### src/rtl/pipelined_addsub_if.sv
// Valid/ready operand and result bundle for pipelined_addsub.
// The slave modport is the adder side; the master modport is the producer/consumer side.
interface pipelined_addsub_if #(
    parameter int WIDTH = 32
);
    logic             in_valid;
    logic             in_ready;
    logic [WIDTH-1:0] a;
    logic [WIDTH-1:0] b;
    logic             cin;
    logic             sub;
    logic             out_valid;
    logic             out_ready;
    logic [WIDTH-1:0] sum;
    logic             cout;
    logic             ovf;
    logic [WIDTH:0]   result;

    modport slave (
        input  in_valid, a, b, cin, sub, out_ready,
        output in_ready, out_valid, sum, cout, ovf, result
    );

    modport master (
        output in_valid, a, b, cin, sub, out_ready,
        input  in_ready, out_valid, sum, cout, ovf, result
    );
endinterface

### src/rtl/pipelined_addsub.sv
// Pipelined WIDTH-bit adder/subtractor: one SW-bit carry slice is resolved per stage,
// and all stages advance together under a single global stall.
module pipelined_addsub #(
    parameter int WIDTH  = 32,
    parameter int STAGES = 4
) (
    input  logic            clk,
    input  logic            rst,
    pipelined_addsub_if.slave bus
);
    localparam int SW = WIDTH / STAGES;

    logic             w_advance;
    logic [WIDTH-1:0] w_b_eff;
    logic             w_c0;

    // Subtraction is a + ~b + 1; a borrow-in removes that +1.
    assign w_b_eff   = bus.sub ? ~bus.b : bus.b;
    assign w_c0      = bus.sub ? ~bus.cin : bus.cin;
    assign w_advance = !bus.out_valid || bus.out_ready;
    assign bus.in_ready = w_advance;

    for (genvar gi = 0; gi < STAGES; gi++) begin : g_stage
        logic [WIDTH-1:0] w_a;
        logic [WIDTH-1:0] w_b;
        logic [WIDTH-1:0] w_s_in;
        logic [WIDTH-1:0] w_s_out;
        logic             w_c;
        logic             w_v;
        logic [SW:0]      w_slice;
        logic             r_v;
        logic             r_c;
        logic [WIDTH-1:0] r_s;

        if (gi == 0) begin : g_head
            assign w_a    = bus.a;
            assign w_b    = w_b_eff;
            assign w_c    = w_c0;
            assign w_v    = bus.in_valid;
            assign w_s_in = '0;
        end else begin : g_body
            assign w_a    = g_stage[gi-1].g_ops.r_a;
            assign w_b    = g_stage[gi-1].g_ops.r_b;
            assign w_c    = g_stage[gi-1].r_c;
            assign w_v    = g_stage[gi-1].r_v;
            assign w_s_in = g_stage[gi-1].r_s;
        end

        assign w_slice = {1'b0, w_a[gi*SW +: SW]} + {1'b0, w_b[gi*SW +: SW]} + (SW+1)'(w_c);

        always_comb begin
            w_s_out = w_s_in;
            w_s_out[gi*SW +: SW] = w_slice[SW-1:0];
        end

        always_ff @(posedge clk or posedge rst) begin
            if (rst) begin
                r_v <= 1'b0;
                r_c <= 1'b0;
                r_s <= '0;
            end else if (w_advance) begin
                r_v <= w_v;
                r_c <= w_slice[SW];
                r_s <= w_s_out;
            end
        end

        if (gi < STAGES - 1) begin : g_ops
            // Operands still to be summed ride along with the partial result.
            logic [WIDTH-1:0] r_a;
            logic [WIDTH-1:0] r_b;

            always_ff @(posedge clk or posedge rst) begin
                if (rst) begin
                    r_a <= '0;
                    r_b <= '0;
                end else if (w_advance) begin
                    r_a <= w_a;
                    r_b <= w_b;
                end
            end
        end else begin : g_last
            logic r_ovf;

            always_ff @(posedge clk or posedge rst) begin
                if (rst) begin
                    r_ovf <= 1'b0;
                end else if (w_advance) begin
                    r_ovf <= (w_a[WIDTH-1] == w_b[WIDTH-1]) && (w_s_out[WIDTH-1] != w_a[WIDTH-1]);
                end
            end
        end
    end

    assign bus.out_valid = g_stage[STAGES-1].r_v;
    assign bus.sum       = g_stage[STAGES-1].r_s;
    assign bus.cout      = g_stage[STAGES-1].r_c;
    assign bus.ovf       = g_stage[STAGES-1].g_last.r_ovf;
    assign bus.result    = {g_stage[STAGES-1].r_c, g_stage[STAGES-1].r_s};
endmodule
### src/flat_wrapper.sv
// flat-port wrapper written by rule: the top's interface ports become plain ports
module pipelined_addsub_flat 
#(
    parameter int WIDTH  = 32,
    parameter int STAGES = 4
)
  (clk, rst, bus_in_valid, bus_a, bus_b, bus_cin, bus_sub, bus_out_ready, bus_in_ready, bus_out_valid, bus_sum, bus_cout, bus_ovf, bus_result);
  pipelined_addsub_if #(.WIDTH(WIDTH)) bus_i ();
  input  logic clk;
  input  logic rst;
  input wire logic [$bits(bus_i.in_valid)-1:0] bus_in_valid;
  input wire logic [$bits(bus_i.a)-1:0] bus_a;
  input wire logic [$bits(bus_i.b)-1:0] bus_b;
  input wire logic [$bits(bus_i.cin)-1:0] bus_cin;
  input wire logic [$bits(bus_i.sub)-1:0] bus_sub;
  input wire logic [$bits(bus_i.out_ready)-1:0] bus_out_ready;
  output wire logic [$bits(bus_i.in_ready)-1:0] bus_in_ready;
  output wire logic [$bits(bus_i.out_valid)-1:0] bus_out_valid;
  output wire logic [$bits(bus_i.sum)-1:0] bus_sum;
  output wire logic [$bits(bus_i.cout)-1:0] bus_cout;
  output wire logic [$bits(bus_i.ovf)-1:0] bus_ovf;
  output wire logic [$bits(bus_i.result)-1:0] bus_result;
  assign bus_i.in_valid = bus_in_valid;
  assign bus_i.a = bus_a;
  assign bus_i.b = bus_b;
  assign bus_i.cin = bus_cin;
  assign bus_i.sub = bus_sub;
  assign bus_i.out_ready = bus_out_ready;
  assign bus_in_ready = bus_i.in_ready;
  assign bus_out_valid = bus_i.out_valid;
  assign bus_sum = bus_i.sum;
  assign bus_cout = bus_i.cout;
  assign bus_ovf = bus_i.ovf;
  assign bus_result = bus_i.result;
  pipelined_addsub #(.WIDTH(WIDTH), .STAGES(STAGES)) u_core (.clk(clk), .rst(rst), .bus(bus_i));
endmodule
### config.mk
export PLATFORM = sky130hd
export DESIGN_NAME = pipelined_addsub_flat
export DESIGN_NICKNAME = d
export VERILOG_FILES = /design/src/rtl/pipelined_addsub_if.sv /design/src/rtl/pipelined_addsub.sv /design/src/flat_wrapper.sv
export SDC_FILE = /design/constraint.sdc
export NUM_CORES = 1
export LEC_CHECK = 0
export ABC_AREA = 1
export ABC_CLOCK_PERIOD_IN_PS = 8300
export CORE_MARGIN = 5
export CORE_UTILIZATION = 56
export CTS_BUF_LIST = sky130_fd_sc_hd__clkbuf_8
export DETAILED_ROUTE_END_ITERATION = 8
export PLACE_DENSITY = 0.87
export SYNTH_ARGS = -nofsm -noshare
export SYNTH_HDL_FRONTEND = slang
export SYNTH_SLANG_ARGS = --single-unit
### constraint.sdc
create_clock -name clk -period 8.3 [get_ports clk]
set_input_delay 2.075 -clock clk [delete_from_list [all_inputs] [get_ports clk]]
set_output_delay 2.075 -clock clk [all_outputs]
set_load 0.03 [all_outputs]
==> flow_summary_export.csv, run 1 <==
group,metric,value,unit
run_status,status,"finished clean",
finish,drive_above_1_share,0.0375,
critical_path,critPathLaunchType,"input pin",
synth,yosysTopAreaCellShare,0.523,
placement,gp_congestion,0.841,
critical_path,rr_startpoint,"u_core.bus.out_valid",
detailed_routing,wire_per_inst,12.7,um
placement,dp_slack,2270,ps
synth,synthTopCellsByArea,"dfrtp_1 52%, nand2_1 19%, ha_1 4.0%, inv_1 3.7%, buf_4 3.1%",
timing,min_period,6010,ps
pwr,intPower,0.00239,W
run,cap_viol_max_count,0,
pwr,power_frac_comb,0.470,
critical_path,path_class,"in2out",
critical_path,crit_path_end_kind,"output pin",
critical_path,required,6230,ps
floorplanning,core,15700,um^2
synth,synth-seq-area-share,0.523,
clocking,cts.sinks,185,
synth,synth_top_area_cell,"dfrtp_1",
synth,syn_nets,1155,
detailed_routing,drc,0,
timing,tns,0,ps
finish,final_cell_mix,"443 x nand2_1, 185 x dfrtp_1, 137 x clkdlybuf4s50_1",
floorplanning,io_pins,139,
finish,syn2layout_area_growth,18.7,%
finish,fin_nets,1240,
synth,synth_fa_ha_area_frac,0.0576,
clocking,cts-buffers-inserted,17,
global_route,grt_antenna_before_repair,0,
synth,syn_avg_cell_area,8.44,um^2
clocking,cts_resized,0,
synth,mappedNetlistArea,8860,um^2
placement,dp.final_hpwl,11700,um
pwr,clkPwrFrac,0.160,
hold_path,min_from,"u_core.g_stage[2].r_s[12]",
finish,diodes,0,
timing,slew_viol_final,0,
timing,fin_crit_sh,0.724,
clocking,ctsHoldBuffers,0,
hold_path,hp-class,"reg2reg",
synth,synthMuxAreaShare,0,
timing,rsz0062_at_grt,"no",
global_route,grt_start_max_net_pins,123,
critical_path,worstSetupStartpoint,"bus_out_ready",
synth,netlist_instances,1049,
detailed_routing,num_vias,6611,
synth,synth_top_family_by_area,"simple AND/OR/NAND/NOR gates",
finish,final_common_cell,"nand2_1",
pwr,vdd_drop_max,0.395,mV
floorplanning,dieArea,18400,um^2
synth,ys_ff_latch,185,
clocking,post-cts-setup-buffers,0,
pwr,power_frac_seq,0.370,
pwr,swShare,0.426,
clocking,insertion_delay,480,ps
placement,numPortBuffers,138,
floorplanning,initial_core_util,0.564,
timing,slew_headroom,0.261,
critical_path,cp_max_fo,68,
detailed_routing,drt-pass1-iter-count,5,
synth,synthSimpleGateAreaFrac,0.223,
clocking,cts_root_buf,"clkbuf_8",
finish,fin_util,0.669,
detailed_routing,dr.first_iter.drc_count,461,
pwr,cellPowerDensity,396,nW/um^2
synth,synth_compound_area_frac,0.0680,
clocking,clk_pin_slew,90,ps
timing,clock.fmax,167,MHz
timing,worst_slew_pin_slew,1110,ps
placement,dp.cells,1331,
global_route,grt_pass1_vias,6342,
floorplanning,die_h,136,um
detailed_routing,ant_nets,0,
global_route,grt_use_total,0.195,
timing,final-hold-violation-count,0,
timing,setup_slack,2290,ps
global_route,overflow,0,
timing,skew,13.5,ps
global_route,grt_pass1_wl,29000,um
critical_path,arrival,3930,ps
detailed_routing,totalWireLength,17300,um
synth,synth_cell_type_count,25,
pwr,power,0.00416,W
finish,final_cells,1363,
pwr,leakage,5.30,nW
synth,synth_xor_xnor_area_share,0.0366,
floorplanning,die_w,136,um
clocking,cts_tree,"built",
floorplanning,rows,46,
detailed_routing,drt-vias-per-instance,4.85,
synth,ys_warn_count,0,
pwr,p_sw,0.00177,W
clocking,cts_buffer_depth,2,
clocking,htree_levels,4,
timing,setup_viol,0,
[sequential cells by signal, summed over array words and instances (netlist names)]
register,cells
u_core.g_stage.g_ops.r_a,48
u_core.g_stage.g_ops.r_b,48
u_core.g_stage.r_s,48
u_core.bus.sum,32
u_core.g_stage.r_c,3
u_core.g_stage.r_v,3
u_core.bus.cout,1
u_core.bus.out_valid,1
u_core.bus.ovf,1
[kinds of logic after synthesis]
logic type | count (synthesis)
AO/OA/AOI/OAI | 117
XOR/XNOR | 37
adder cells (fa/ha/maj) | 36
buffers and inverters | 167
flip-flops | 185
AND/OR/NAND/NOR | 507
[worst max-delay path, stage by stage]
cell	delay [ps]
clkdlybuf4s50_1	510
nor2_4	60
inv_4	460
clkdlybuf4s50_1	810
[worst paths after layout]
kind                                                        end  slack [ps]  cells past startpoint
worst max-delay path                               bus_in_ready        2290                      4
min in group asynchronous                     u_core.bus.sum[6]        2110                      2
max in group asynchronous              u_core.g_stage[2].r_s[7]        4770                      3
worst min-delay path                         u_core.bus.sum[12]         470                      2
worst max register to register  u_core.g_stage[2].g_ops.r_a[24]        5610                      5
worst min register to register               u_core.bus.sum[12]         470                      2
[metal layers]
layer  global-route usage  part of all wire
met1                0.260              0.45
met4               0.0705             0.020
met5                    0                 0
met3               0.0390             0.048
met2                0.321              0.48
[final cells by class]
class / instances / area (um^2)
clock buffer: 17 / 234
clock inverter: 15 / 208
fill: 1227 / 5200
inverter: 90 / 348
multi-input combinational: 697 / 3410
sequential: 185 / 4630
tap: 216 / 270
timing repair buffer: 143 / 1410
[metrics by stage]
step / instance area [um^2] / hold slack [ps]
after CTS: 10500 / 475
after detailed placement: 10100 / 453
after floorplan: 8860 / 423
after global routing: 10500 / 490
final: 10500 / 473
after global placement: 10100 / 437
[power by group through the flow]
stage / clock (W) / combinational (W) / sequential [W]
floorplan: 0 / 0.00131 / 0.00166
global placement: 0 / 0.00189 / 0.00154
detailed placement: 0 / 0.00196 / 0.00156
CTS: 0.000683 / 0.00197 / 0.00154
global route: 0.000714 / 0.00219 / 0.00159
finish: 0.000667 / 0.00196 / 0.00154
[synth_stat cells]
master	number
nand2_1	443
dfrtp_1	185
inv_1	88
o21ai_0	48
o21ai_1	44
nand3_1	39
buf_4	36
buf_2	35
ha_1	28
xnor2_1	27
a21oi_1	17
nor2_1	17
xor2_1	10
fa_1	8
nand4_1	6
clkbuf_1	4
a211oi_1	3
o22ai_1	3
inv_2	2
buf_1	1
buf_6	1
nor2_4	1
o21a_1	1
o21bai_1	1
or2_2	1
No activity file was read; power rests on OpenSTA's default activity.
==> run 2, diff against run 1 <==
--- a/config.mk
+++ b/config.mk
@@ -6,7 +6,7 @@
 export NUM_CORES = 1
 export LEC_CHECK = 0
 export ABC_AREA = 1
-export ABC_CLOCK_PERIOD_IN_PS = 8300
+export ABC_CLOCK_PERIOD_IN_PS = 6000
 export CORE_MARGIN = 5
 export CORE_UTILIZATION = 56
 export CTS_BUF_LIST = sky130_fd_sc_hd__clkbuf_8
==> constraint.sdc (replaced) <==
create_clock -name clk -period 6 [get_ports clk]
set_input_delay 1.5 -clock clk [delete_from_list [all_inputs] [get_ports clk]]
set_output_delay 1.5 -clock clk [all_outputs]
set_load 0.03 [all_outputs]
==> run 2 against run 1 <==
Combinational power grew 37%. Register-to-register slack lost 2100 ps. Die area is the same. Clock skew grew 2.1 ps. Cell count shrank 0.15%. Critical endpoint unchanged. Largest power group unchanged.
==> flow_summary_export.csv, run 2 (synthesis results as in run 1) <==
group,metric,value,unit
detailed_routing,drc,0,
finish,final_cell_mix,"443 x nand2_1, 185 x dfrtp_1, 137 x clkdlybuf4s50_1",
detailed_routing,num_vias,6620,
detailed_routing,drt-pass1-iter-count,6,
critical_path,rr_startpoint,"u_core.bus.out_valid",
finish,nFillCells,1289,
global_route,grt_use_total,0.197,
detailed_routing,maxUsedRoutingLayer,"met4",
floorplanning,dieArea,18400,um^2
floorplanning,initial_core_util,0.564,
pwr,power_frac_comb,0.477,
pwr,vdd_drop_max,0.584,mV
timing,whs,476,ps
critical_path,critPathLaunchType,"input pin",
finish,final_cells,1361,
finish,fin_nets,1240,
floorplanning,core,15700,um^2
floorplanning,die_w,136,um
finish,diodes,0,
clocking,cts_root_buf,"clkbuf_8",
finish,fin_util,0.667,
timing,rsz0062_at_grt,"no",
detailed_routing,ant_nets,0,
timing,final-hold-violation-count,0,
clocking,cts_resized,0,
pwr,leakage,5.27,nW
placement,dp.cells,1331,
critical_path,arrival,2770,ps
clocking,post-cts-setup-buffers,0,
critical_path,required,4500,ps
detailed_routing,dr.first_iter.drc_count,539,
critical_path,worst-r2r-cell-count,10,
clocking,cts_buffer_depth,2,
pwr,clkPwrFrac,0.146,
hold_path,holdPathStages,2,
run_status,status,"finished clean",
critical_path,path_class,"in2out",
clocking,htree_levels,4,
critical_path,rrSetupSlack,3480,ps
clocking,ctsHoldBuffers,0,
floorplanning,rows,46,
clocking,clk_pin_slew,100,ps
finish,final_common_cell,"nand2_1",
run,cap_viol_max_count,0,
floorplanning,die_h,136,um
timing,slew_headroom,0.323,
detailed_routing,routed-wl-met2,8160,um
hold_path,hp-class,"reg2reg",
timing,worst_slew_pin_slew,1020,ps
timing,skew,15.6,ps
floorplanning,io_pins,139,
global_route,grt_antenna_before_repair,0,
finish,syn2layout_area_growth,18.4,%
detailed_routing,routedLengthMet1,7850,um
clocking,cts_tree,"built",
placement,dp.final_hpwl,11400,um
detailed_routing,totalWireLength,17100,um
clocking,insertion_delay,460,ps
finish,drive_above_1_share,0.0358,
critical_path,timing.rr.end,"u_core.bus.sum[31]",
detailed_routing,drt-vias-per-instance,4.86,
critical_path,critPathCapture,"bus_in_ready",
placement,gp_congestion,0.843,
critical_path,crit_path_end_kind,"output pin",
pwr,swShare,0.428,
pwr,power_frac_seq,0.377,
placement,numPortBuffers,138,
global_route,grt_pass1_wl,29700,um
pwr,p_sw,0.00241,W
timing,slew_viol_final,0,
detailed_routing,wire_per_inst,12.6,um
global_route,grt_start_max_net_pins,214,
critical_path,worstSetupStartpoint,"bus_out_ready",
timing,tns,0,ps
detailed_routing,met3_wirelength,768,um
pwr,intPower,0.00323,W
pwr,cellPowerDensity,538,nW/um^2
global_route,overflow,0,
timing,clock.fmax,234,MHz
clocking,cts.sinks,185,
finish,top_regs,"u_core.g_stage.g_ops.r_a x48, u_core.g_stage.g_ops.r_b x48, u_core.g_stage.r_s x48",
timing,setup_viol,0,
timing,fin_crit_sh,0.712,
critical_path,cp_max_fo,2,
timing,min_period,4270,ps
clocking,cts-buffers-inserted,17,
global_route,grt_pass1_vias,6500,
## run 2: layout make-up
cell class,instances,area (um^2),area share
Inverter,90,344,0.0328
Clock buffer,18,248,0.0236
Clock inverter,12,139,0.0132
Multi-Input combinational cell,697,3410,0.326
Timing Repair Buffer,143,1440,0.137
Sequential cell,185,4630,0.442
Tap cell,216,270,0.0258
## run 2: worst min path at each step
stage,from,to
2_1_floorplan,u_core.g_stage[2].r_v,u_core.bus.out_valid
6_report,u_core.g_stage[0].g_ops.r_a[22],u_core.g_stage[1].g_ops.r_a[22]
3_3_place_gp,u_core.g_stage[2].r_v,u_core.bus.out_valid
4_1_cts,u_core.g_stage[0].g_ops.r_b[22],u_core.g_stage[1].g_ops.r_b[22]
3_5_place_dp,u_core.g_stage[2].r_v,u_core.bus.out_valid
5_1_grt,u_core.g_stage[0].g_ops.r_b[29],u_core.g_stage[1].g_ops.r_b[29]
## run 2: critical path, stage by stage
cell and delay [ps]:
clkdlybuf4s50_1 500, nor2_4 60, inv_4 50, clkdlybuf4s50_1 660
## run 2: power by group through the flow
stage | clock (W) | sequential (W) | combinational, W
2_1_floorplan | 0 | 0.00230 | 0.00182
4_1_cts | 0.000845 | 0.00213 | 0.00272
5_1_grt | 0.000891 | 0.00221 | 0.00305
3_5_place_dp | 0 | 0.00215 | 0.00270
6_report | 0.000823 | 0.00213 | 0.00269
3_3_place_gp | 0 | 0.00213 | 0.00262
## run 2: metal layers
metal / vias up / global-route usage
li1: 3384 / -
met2: 132 / 0.322
met4: 0 / 0.0672
met3: 23 / 0.0345
met5: - / 0
met1: 3081 / 0.268
## run 2: per-stage QoR
step           area (um^2)  power [W]  worst slack [ps]
6_report             10500    0.00564              1730
5_1_grt              10500    0.00614              1670
4_1_cts              10500    0.00569              1720
3_5_place_dp         10100    0.00485              1720
3_3_place_gp         10100    0.00475              1720
2_1_floorplan         8860    0.00411              2120
==> run 3, diff against run 2 <==
--- a/config.mk
+++ b/config.mk
@@ -6,12 +6,12 @@
 export NUM_CORES = 1
 export LEC_CHECK = 0
 export ABC_AREA = 1
-export ABC_CLOCK_PERIOD_IN_PS = 6000
+export ABC_CLOCK_PERIOD_IN_PS = 3710
 export CORE_MARGIN = 5
-export CORE_UTILIZATION = 56
+export CORE_UTILIZATION = 50
 export CTS_BUF_LIST = sky130_fd_sc_hd__clkbuf_8
 export DETAILED_ROUTE_END_ITERATION = 8
-export PLACE_DENSITY = 0.87
+export PLACE_DENSITY = 0.82
 export SYNTH_ARGS = -nofsm -noshare
 export SYNTH_HDL_FRONTEND = slang
 export SYNTH_SLANG_ARGS = --single-unit
==> constraint.sdc (replaced) <==
create_clock -name clk -period 3.71 [get_ports clk]
set_input_delay 0.9275 -clock clk [delete_from_list [all_inputs] [get_ports clk]]
set_output_delay 0.9275 -clock clk [all_outputs]
set_load 0.03 [all_outputs]
==> run 3 against run 2 <==
Final area increased by 1.3%. Core utilization down 5.5 points. Via count is 0.76% higher. Clock skew down 3.8 ps. Combinational power is 63% higher. Register-to-register slack got worse by 1800 ps. Critical path depth stayed put. Total power up 65%. Count of clock-buffer cells in the layout rose by 1. Setup slack worse by 1200 ps. Critical endpoint unchanged. Largest cell class unchanged.
==> flow_summary_export.csv, run 3 (synthesis results as in run 1) <==
group,metric,value,unit
timing,min_period,3200,ps
global_route,grt_pass1_wl,30500,um
detailed_routing,drc,0,
run_status,status,"finished clean",
clocking,insertion_delay,460,ps
timing,whs,463,ps
hold_path,min_from,"u_core.g_stage[2].r_v",
floorplanning,die_h,143,um
critical_path,rr_startpoint,"u_core.bus.out_valid",
global_route,grt_start_max_net_pins,214,
finish,fin_area,10600,um^2
finish,top_regs,"u_core.g_stage.g_ops.r_a x48, u_core.g_stage.g_ops.r_b x48, u_core.g_stage.r_s x48",
floorplanning,die_w,143,um
placement,dp.final_hpwl,12300,um
finish,final_cells,1379,
pwr,power_frac_comb,0.471,
finish,fin_util,0.612,
floorplanning,dieArea,20500,um^2
detailed_routing,wire_per_inst,13.0,um
detailed_routing,num_vias,6670,
pwr,leakage,5.34,nW
global_route,grt_use_total,0.184,
critical_path,worstSetupStartpoint,"bus_out_ready",
critical_path,worst-r2r-cell-count,9,
critical_path,required,2780,ps
detailed_routing,dr.first_iter.drc_count,484,
critical_path,slowest_delay,720,ps
floorplanning,rows,48,
global_route,grt_antenna_before_repair,0,
critical_path,cp_max_fo,3,
clocking,post-cts-setup-buffers,0,
placement,gp_congestion,0.835,
pwr,swShare,0.421,
pwr,power_frac_seq,0.372,
timing,fin_crit_sh,0.862,
critical_path,critPathLaunchType,"input pin",
placement,numPortBuffers,138,
pwr,clkPwrFrac,0.158,
critical_path,cp_top_family,"buffers and inverters",
detailed_routing,drt-pass1-iter-count,5,
finish,drive_above_1_share,0.0407,
clocking,clk_pin_slew,90,ps
timing,slew_headroom,0.326,
clocking,cts_resized,0,
detailed_routing,totalWireLength,18000,um
clocking,ctsHoldBuffers,0,
finish,final_common_cell,"nand2_1",
critical_path,crit_path_end_kind,"output pin",
clocking,cts_tree,"built",
critical_path,crit_top_cell,"clkdlybuf4s50_1",
detailed_routing,drt-vias-per-instance,4.84,
timing,slew_viol_final,0,
critical_path,worstPathCellList,"clkdlybuf4s50_1 > nor2_4 > inv_4 > clkdlybuf4s50_1",
critical_path,path_class,"in2out",
pwr,intPower,0.00538,W
finish,syn2layout_area_growth,20.0,%
placement,dp.cells,1347,
timing,worst_slew_pin_slew,1010,ps
detailed_routing,ant_nets,0,
clocking,cts.sinks,185,
pwr,cellPowerDensity,875,nW/um^2
floorplanning,initial_core_util,0.510,
clocking,cts-buffers-inserted,17,
floorplanning,core,17400,um^2
clocking,cts_root_buf,"clkbuf_8",
critical_path,crit_buf_inv,3,
critical_path,arrival,2270,ps
clocking,htree_levels,4,
hold_path,holdPathStages,2,
placement,place_area,10200,um^2
critical_path,timing.rr.end,"u_core.bus.sum[31]",
hold_path,hp-class,"reg2reg",
global_route,overflow,0,
finish,diodes,0,
pwr,vdd_drop_max,0.497,mV
run,cap_viol_max_count,0,
timing,clock.fmax,313,MHz
finish,fin_nets,1247,
critical_path,crit_path_top_delay_cell,"clkdlybuf4s50_1",
floorplanning,io_pins,139,
timing,rsz0062_at_grt,"no",
critical_path,rrSetupSlack,1720,ps
finish,final_cell_mix,"443 x nand2_1, 185 x dfrtp_1, 137 x clkdlybuf4s50_1",
timing,setup_viol,0,
global_route,grt_pass1_vias,6437,
clocking,cts_buffer_depth,2,
pwr,p_sw,0.00392,W
timing,skew,11.8,ps
timing,final-hold-violation-count,0,
hold_path,min_to,"u_core.bus.out_valid",
timing,tns,0,ps
-- run 3: changes by cell type in the layout (fill, tap and decap cells not counted) --
cell	previous run	this run
clkbuf_8	18	19
inv_1	87	90
buf_4	3	8
clkinv_2	2	1
inv_6	5	1
clkinvlp_4	2	3
bufinv_16	2	4
buf_12	2	4
-- run 3: power groups by stage --
| stage | clock [W] | sequential, W | combinational (W) |
|---|---|---|---|
| floorplan | 0 | 0.00371 | 0.00294 |
| global placement | 0 | 0.00346 | 0.00424 |
| detailed placement | 0 | 0.00350 | 0.00437 |
| CTS | 0.00150 | 0.00347 | 0.00440 |
| global route | 0.00159 | 0.00357 | 0.00491 |
| finish | 0.00147 | 0.00346 | 0.00438 |
-- run 3: cell type report --
type / instances / area (um^2)
fill: 1522 / 6730
sequential: 185 / 4630
multi-input combinational: 697 / 3410
timing repair buffer: 150 / 1520
inverter: 90 / 344
tap: 225 / 282
clock buffer: 19 / 262
clock inverter: 13 / 178
-- run 3: per-layer routing --
| metal | track usage | routed length (um) | vias to the layer above |
|---|---|---|---|
| met5 | 0 | 0 | - |
| met4 | 0.0450 | 147 | 0 |
| met3 | 0.0405 | 831 | 13 |
| met2 | 0.295 | 8620 | 139 |
| met1 | 0.257 | 8380 | 3112 |
| li1 | - | - | 3406 |
-- run 3: how the worst max path moves through the flow --
| stage | slack, ps | cells past startpoint | to |
|---|---|---|---|
| after floorplan | 400 | 1 | u_core.bus.cout |
| after CTS | 480 | 4 | bus_in_ready |
| final | 510 | 4 | bus_in_ready |
| after detailed placement | 480 | 4 | bus_in_ready |
| after global placement | 480 | 4 | bus_in_ready |
| after global routing | 460 | 4 | bus_in_ready |
-- run 3: per-stage QoR --
stage | setup WS [ps] | total power [W]
after CTS | 480 | 0.00937
after global placement | 482 | 0.00769
after global routing | 461 | 0.0101
after detailed placement | 480 | 0.00787
after floorplan | 404 | 0.00665
final | 511 | 0.00930
-- run 3: worst reg2reg max path: stages, from the launching register on --
cell and delay, ps:
dfrtp_1 420, inv_1 110, nor2_4 60, inv_4 50, buf_4 750, nand2_1 190
inv_2 100, nand3_1 70, o21ai_1 90, nor2_1 50
